[config.mk]
export PLATFORM = sky130hd
export DESIGN_NAME = cla_adder
export DESIGN_NICKNAME = d
export VERILOG_FILES = /design/src/rtl/cla_pkg.sv /design/src/rtl/cla4_block.sv /design/src/rtl/cla_adder.sv
export SDC_FILE = /design/constraint.sdc
export NUM_CORES = 1
export LEC_CHECK = 0
export CAP_MARGIN = 10
export CORE_UTILIZATION = 35
export CTS_BUF_LIST = sky130_fd_sc_hd__clkbuf_4 sky130_fd_sc_hd__clkbuf_8 sky130_fd_sc_hd__clkbuf_16
export DETAILED_ROUTE_END_ITERATION = 12
export HOLD_SLACK_MARGIN = 0.06
export PLACE_DENSITY = 0.74
export SETUP_SLACK_MARGIN = 0.02
export SKIP_CTS_REPAIR_TIMING = 1
export SLEW_MARGIN = 40
export SYNTH_ARGS = -nofsm -noshare
export SYNTH_HDL_FRONTEND = slang
export SYNTH_HIERARCHICAL = 1
export SYNTH_SLANG_ARGS = --single-unit
[constraint.sdc]
create_clock -name clk -period 1.3 [get_ports clk]
set_clock_uncertainty 0.05 [all_clocks]
set_input_delay 0.26 -clock clk [delete_from_list [all_inputs] [get_ports clk]]
set_output_delay 0.26 -clock clk [all_outputs]
set_load 0.05 [all_outputs]
[src/rtl/cla_pkg.sv]
// Shared constants and helpers for the carry look-ahead adder.
// Group width, group propagate/generate function and a width legality check.
package cla_pkg;

  localparam int GROUP_W = 4;

  typedef struct packed {
    logic p;
    logic g;
  } pg_t;

  // Group propagate/generate from per-bit p/g, flattened (no ripple).
  function automatic pg_t group_pg(input logic [GROUP_W-1:0] p, input logic [GROUP_W-1:0] g);
    pg_t r;
    r.p = &p;
    r.g = g[3] | (p[3] & g[2]) | (p[3] & p[2] & g[1]) | (p[3] & p[2] & p[1] & g[0]);
    return r;
  endfunction

  function automatic bit width_ok(input int w);
    return (w > 0) && ((w % GROUP_W) == 0);
  endfunction

endpackage

[src/rtl/cla4_block.sv]
// 4-bit lookahead group: flattened internal carries, sum bits and group P/G.
// Purely combinational; the group carry-in comes from the second-level unit.
module cla4_block
  import cla_pkg::*;
(
  input  logic [GROUP_W-1:0] a,
  input  logic [GROUP_W-1:0] b,
  input  logic               c_in,
  output logic [GROUP_W-1:0] s,
  output logic               P,
  output logic               G
);

  logic [GROUP_W-1:0] p;
  logic [GROUP_W-1:0] g;
  logic [GROUP_W-1:0] c;
  pg_t                pg;

  assign p = a ^ b;
  assign g = a & b;

  assign c[0] = c_in;
  assign c[1] = g[0] | (p[0] & c_in);
  assign c[2] = g[1] | (p[1] & g[0]) | (p[1] & p[0] & c_in);
  assign c[3] = g[2] | (p[2] & g[1]) | (p[2] & p[1] & g[0]) | (p[2] & p[1] & p[0] & c_in);

  assign s  = p ^ c;
  assign pg = group_pg(p, g);
  assign P  = pg.p;
  assign G  = pg.g;

endmodule

[src/rtl/cla_adder.sv]
// Two-level carry look-ahead adder, a + b + cin, result registered: 1-cycle latency.
// No backpressure: accepts one operation per cycle; outputs hold when in_valid=0.
module cla_adder
  import cla_pkg::*;
#(
  parameter int WIDTH = 4
) (
  input  logic             clk,
  input  logic             rst,
  input  logic             in_valid,
  input  logic [WIDTH-1:0] a,
  input  logic [WIDTH-1:0] b,
  input  logic             cin,
  output logic             out_valid,
  output logic [WIDTH-1:0] sum,
  output logic             cout,
  output logic             grp_p,
  output logic             grp_g
);

  localparam int NG = WIDTH / GROUP_W;

  if (!width_ok(WIDTH)) begin : g_width_chk
    $error("cla_adder: WIDTH=%0d is not a positive multiple of %0d", WIDTH, GROUP_W);
  end

  logic [NG-1:0]    gp;
  logic [NG-1:0]    gg;
  logic [NG:0]      gc;
  logic [WIDTH-1:0] s_comb;
  logic             all_g;

  // Carry into group k as a flat sum of products: each source (cin or G[j])
  // ANDed with the propagates of every group between it and k.
  function automatic logic la_carry(input logic [NG-1:0] pv, input logic [NG-1:0] gv,
                                    input logic c0, input int k);
    logic r;
    logic t;
    r = c0;
    for (int m = 0; m < NG; m++) begin
      if (m < k) r = r & pv[m];
    end
    for (int j = 0; j < NG; j++) begin
      t = 1'b0;
      if (j < k) begin
        t = gv[j];
        for (int m = 0; m < NG; m++) begin
          if ((m > j) && (m < k)) t = t & pv[m];
        end
      end
      r = r | t;
    end
    return r;
  endfunction

  for (genvar k = 0; k < NG; k++) begin : g_blk
    cla4_block u_blk (
      .a    (a[k*GROUP_W +: GROUP_W]),
      .b    (b[k*GROUP_W +: GROUP_W]),
      .c_in (gc[k]),
      .s    (s_comb[k*GROUP_W +: GROUP_W]),
      .P    (gp[k]),
      .G    (gg[k])
    );
  end

  for (genvar k = 0; k <= NG; k++) begin : g_carry
    assign gc[k] = la_carry(gp, gg, cin, k);
  end

  assign all_g = la_carry(gp, gg, 1'b0, NG);

  always_ff @(posedge clk or posedge rst) begin
    if (rst) begin
      out_valid <= 1'b0;
      sum       <= '0;
      cout      <= 1'b0;
      grp_p     <= 1'b0;
      grp_g     <= 1'b0;
    end else begin
      out_valid <= in_valid;
      if (in_valid) begin
        sum   <= s_comb;
        cout  <= gc[NG];
        grp_p <= &gp;
        grp_g <= all_g;
      end
    end
  end

endmodule

# [Yosys cells after proc, flatten, opt, wreduce, memory -nomap -nowiden]
# Cells that the tools add are included.
[word_totals] output_inout_bits=8 romBits=0 mem_count=0 register_bits=8 latchBits=0 inputBits=12 ram_bits=0 elab_cells=34
[op_classes] shifts=0 n_mux=0 bitwise=28 eq_ne=0 n_addsub=0 n_reduce_logical=1 div_mod_pow=0 n_lt_le_gt_ge=0 n_mul=0
[op_table] op="AND 1 bit" n=15
[op_table] op="bitwise OR 1 bit" n=10
[op_table] op="XOR 4 bit" n=2
[op_table] op="AND 4 bit" n=1
[op_table] op="AND reduction 4 bit" n=1

# [Logic depth before layout (Yosys ltp)]
[logic_depth] word_depth=6 ltp_mapped=6 depth_no_buf=6

# [Modules after synthesis]
# The synthesis kept the hierarchy.
[modules_own_cells] module="cla_adder" instances=1 cells_each=19 area_each_um2=319.1
[modules_own_cells] module="cla4_block" instances=1 cells_each=22 area_each_um2=182.7

# [Least setup slack after synthesis]
# No wires, ideal clock.
[synth_timing] kind="input to register" from="input port a[2]" to="register sum[3]" path_stages=5 setup_time_ns=0.125 arrival_ns=1.260 required_time_ns=1.125 slack_ns=-0.136 path_cell_list="ha_1 -> a21oi_1 -> nand3_1 -> xor2_1 -> mux2_4"
[synth_via] elab_chain_cells=6
[synth_rtl] element="start, declared" line="cla_adder.sv:11" rtl="input logic [WIDTH-1:0] a,"
[synth_rtl] element="XOR 4 bit" line="cla4_block.sv:19" rtl="assign p = a ^ b;"
[synth_rtl] element="AND 1 bit" line="cla4_block.sv:25" rtl="assign c[3] = g[2] | (p[2] & g[1]) | (p[2] & p[1] & g[0]) | (p[2] & p[1] & p[0] & c_in);"
[synth_rtl] element="bitwise OR 1 bit / AND 1 bit (equally long branches) (2 in a row)" line="cla4_block.sv:25"
[synth_rtl] element="bitwise OR 1 bit *" line="cla4_block.sv:25"
[synth_rtl] element="XOR 4 bit *" line="cla4_block.sv:27" rtl="assign s = p ^ c;"
[synth_rtl] element="via s_comb[3]" line="cla_adder.sv:30" rtl="logic [WIDTH-1:0] s_comb;"
[synth_rtl] element="end signal, assigned" line="cla_adder.sv:83" rtl="sum <= s_comb;"
[synth_rtl] element="end, declared" line="cla_adder.sv:15" rtl="output logic [WIDTH-1:0] sum,"
# Mark *: on every way through the listed nets, which the timed path passes. The rest lies on a longest branch.
# A chain may end at the register's enable or synchronous reset.

# [Final worst setup path]
[layout_timing] from="input port a[2]" to="register grp_g"
[layout_via] elab_chain_cells=5
[layout_rtl] element="AND 4 bit / XOR 4 bit (equally long branches)" line="cla4_block.sv:20, cla4_block.sv:19"
[layout_rtl] element="AND 1 bit" line="cla_pkg.sv:16" rtl="r.g = g[3] | (p[3] & g[2]) | (p[3] & p[2] & g[1]) | (p[3] & p[2] & p[1] & g[0]);"
[layout_rtl] element="bitwise OR 1 bit / AND 1 bit (equally long branches) (2 in a row)" line="cla_pkg.sv:16"
[layout_rtl] element="bitwise OR 1 bit *" line="cla_pkg.sv:16"
[layout_rtl] element="via all_g" line="cla_adder.sv:31" rtl="logic all_g;"
[layout_rtl] element="end signal, assigned" line="cla_adder.sv:86" rtl="grp_g <= all_g;"
[layout_rtl] element="end, declared" line="cla_adder.sv:18" rtl="output logic grp_g"
# Marked as above.

==> flow_metrics.env <==
export IMPL_outcome="completed"
export IMPL_grt_max_degree=10
export IMPL_maxCapViolCount=0
export IMPL_max_vdd_ir_drop_mv=0.746
export IMPL_synth_async_reset_ratio_pct=100
export IMPL_fin_crit_sh_pct=94.5
export IMPL_period_minus_slack_ns=1.23
export IMPL_powerDensity_mw_per_mm2=1210
export IMPL_core_area_mm2=0.00132
export IMPL_synth_flop_cell="dfrtp_1"
export IMPL_yosysTopAreaCellShare_pct=39.9
export IMPL_yosysMostFrequentCell="dfrtp_1"
export IMPL_clk_latency_ns=0.26
export IMPL_synth_edff_count=0
export IMPL_yosysWarningCount=6
export IMPL_seq_area_um2=200
export IMPL_cp_cell_sequence="dlymetal6s2s_1 -> ha_4 -> a21oi_4 -> nand2_1 -> a21o_1 -> mux2_4"
export IMPL_fin_area_um2=917
export IMPL_end_kind="flip-flop"
export IMPL_critical_path_required_ns=1.39
export IMPL_drt_pass1_iterations=2
export IMPL_yosysTopAreaCell="dfrtp_1"
export IMPL_clk_path_buf_depth=2
export IMPL_slew_headroom_pct=79.2
export IMPL_routedWlPerCell_um=14.9
export IMPL_die_h_um=39.9
export IMPL_rsz0062_at_grt="false"
export IMPL_slew_viol_final=0
export IMPL_yosys_register_bits=8
export IMPL_layout_drive_gt1_share_pct=53.7
export IMPL_drt_iter0_drc=10
export IMPL_gp_congestion=0.680
export IMPL_hp_class="primary input to async pin"
export IMPL_grt_pass1_wl_um=1860
export IMPL_routed_via_density=4.90
export IMPL_synth_cells=41
export IMPL_drc=0
export IMPL_cp_slowest_cell="mux2_4"
export IMPL_wl_um=1220
export IMPL_syn_area_um2=502
export IMPL_syn_nets=59
export IMPL_hpwl_um=904
export IMPL_fin_nets=87
export IMPL_grt_usage_pct=19.4
export IMPL_num_antenna_cells=0
export IMPL_cts_max_level=1
export IMPL_die_w_um=39.9
export IMPL_rrSetupSlack_ns=0.43
export IMPL_rows=13
export IMPL_io_pins=20
export IMPL_avgSynthCellArea_um2=12.2
export IMPL_antenna_found_initial=0
export IMPL_vias=402
export IMPL_layout_setup_ws_ns=0.0709
export IMPL_clock_root_buffer="clkbuf_4"
export IMPL_io_buffers=19
export IMPL_postPlaceCellArea_um2=858
export IMPL_pre_cts_slack_ns=-0.652
export IMPL_fmax_mhz=814
export IMPL_grt_pass1_vias=417
export IMPL_power_leakage_nw=0.481
export IMPL_synth_area_leaders="dfrtp_1 (40%), mux2_4 (18%), ha_1 (12%), fa_1 (4.0%), inv_1 (3.7%)"
export IMPL_hold_violations=0
export IMPL_initial_utilization_pct=38.1
export IMPL_multiInputGateArea_um2=349
export IMPL_yosysUniqueCellTypes=16
export IMPL_cp_top_family="compound AO/OA/AOI/OAI gates"
export IMPL_tightest_slew_ns=0.312
export IMPL_seq_area_frac_synth_pct=39.9
export IMPL_cts_tree="done"
export IMPL_die_area_mm2=0.00159
export IMPL_critPathKind="primary input to flip-flop"
export IMPL_arrival_ns=1.32
export IMPL_ys_top_cells_by_count="dfrtp_1 (8), mux2_4 (6), ha_1 (5), inv_1 (5), a21oi_1 (3)"
export IMPL_nFillCells=93
export IMPL_final_setup_viol_count=0
export IMPL_postRouteAntennaNets=0
export IMPL_start_kind="primary input"
export IMPL_clk_pin_slew_ns=0.06
export IMPL_critPathBufInv=1
export IMPL_crit_fanout=5
export IMPL_syn2layout_area_growth_pct=82.8
export IMPL_cts_sinks=8
export IMPL_overflow=0
export IMPL_cts_buffers=3
export IMPL_slowest_delay_ns=0.26
==> where the power goes <==
group          total, mW  switching, mW  internal (mW)  leakage [nW]
clock              0.200         0.0936          0.106        0.0138
combinational      0.565          0.262          0.303         0.371
sequential         0.343         0.0512          0.292        0.0958
total               1.11          0.406          0.701         0.481
==> logic make-up after synthesis <==
kind of cell | after synthesis | share of synthesized area [%]
AND/OR/NAND/NOR | 6 | 6.73
AO/OA/AOI/OAI | 6 | 7.73
buffers and inverters | 6 | 5.99
flip-flops | 8 | 39.9
XOR/XNOR | 3 | 5.24
multiplexers | 6 | 18.0
adder cells (fa/ha/maj) | 6 | 16.5
==> stage by stage <==
stage	std cells	hold slack, ns	setup TNS [ns]	total power [mW]	util [%]
2_1_floorplan	41	0.0257	0	0.616	-
6_report	82	0.197	0	1.11	69.6
3_5_place_dp	79	0.478	-3.79	0.902	65.1
4_1_cts	82	0.207	-1.89	1.10	66.9
3_3_place_gp	79	0.469	-3.53	0.889	65.1
5_1_grt	82	0.240	0	1.15	69.6
==> registers in the layout (all words and copies together), names as in the netlist <==
register and count:
sum 4, cout 1, grp_g 1, grp_p 1, out_valid 1
==> cell type report <==
type	instances	share of cell area (%)
flip-flops and latches	8	21.8
inverters	5	2.05
repair buffers	24	33.6
multi-input cells	27	38.1
clock buffers	3	2.46
well taps	15	2.05
==> layout by cell type, fill, tap and decap left out, types with 3 or more instances in the layout <==
cell type,n
buf_4,5
clkbuf_4,3
inv_1,5
dfrtp_1,8
ha_4,4
buf_12,8
dlymetal6s2s_1,6
mux2_4,6
clkbuf_2,3
==> metal layers <==
metal / vias up / wire length (µm) / GRT usage (%)
met5: - / 0 / 0
met4: 0 / 23 / 12.9
met3: 4 / 56 / 7.39
met2: 13 / 633 / 29.8
met1: 192 / 505 / 21.7
li1: 193 / - / -
==> path summary, 6_finish.rpt <==
kind,to,startpoint,depth (start not counted)
hold / removal,sum[0]$_DFFE_PP0P_,rst,2
hold reg to reg,sum[3]$_DFFE_PP0P_,sum[3]$_DFFE_PP0P_,1
setup reg to reg,sum[2]$_DFFE_PP0P_,sum[2]$_DFFE_PP0P_,1
setup / recovery,grp_g$_DFFE_PP0P_,a[2],6
min in group clk,cout$_DFFE_PP0P_,cin,4
max in group asynchronous,sum[3]$_DFFE_PP0P_,rst,2
No activity file was read; power rests on OpenSTA's default activity.
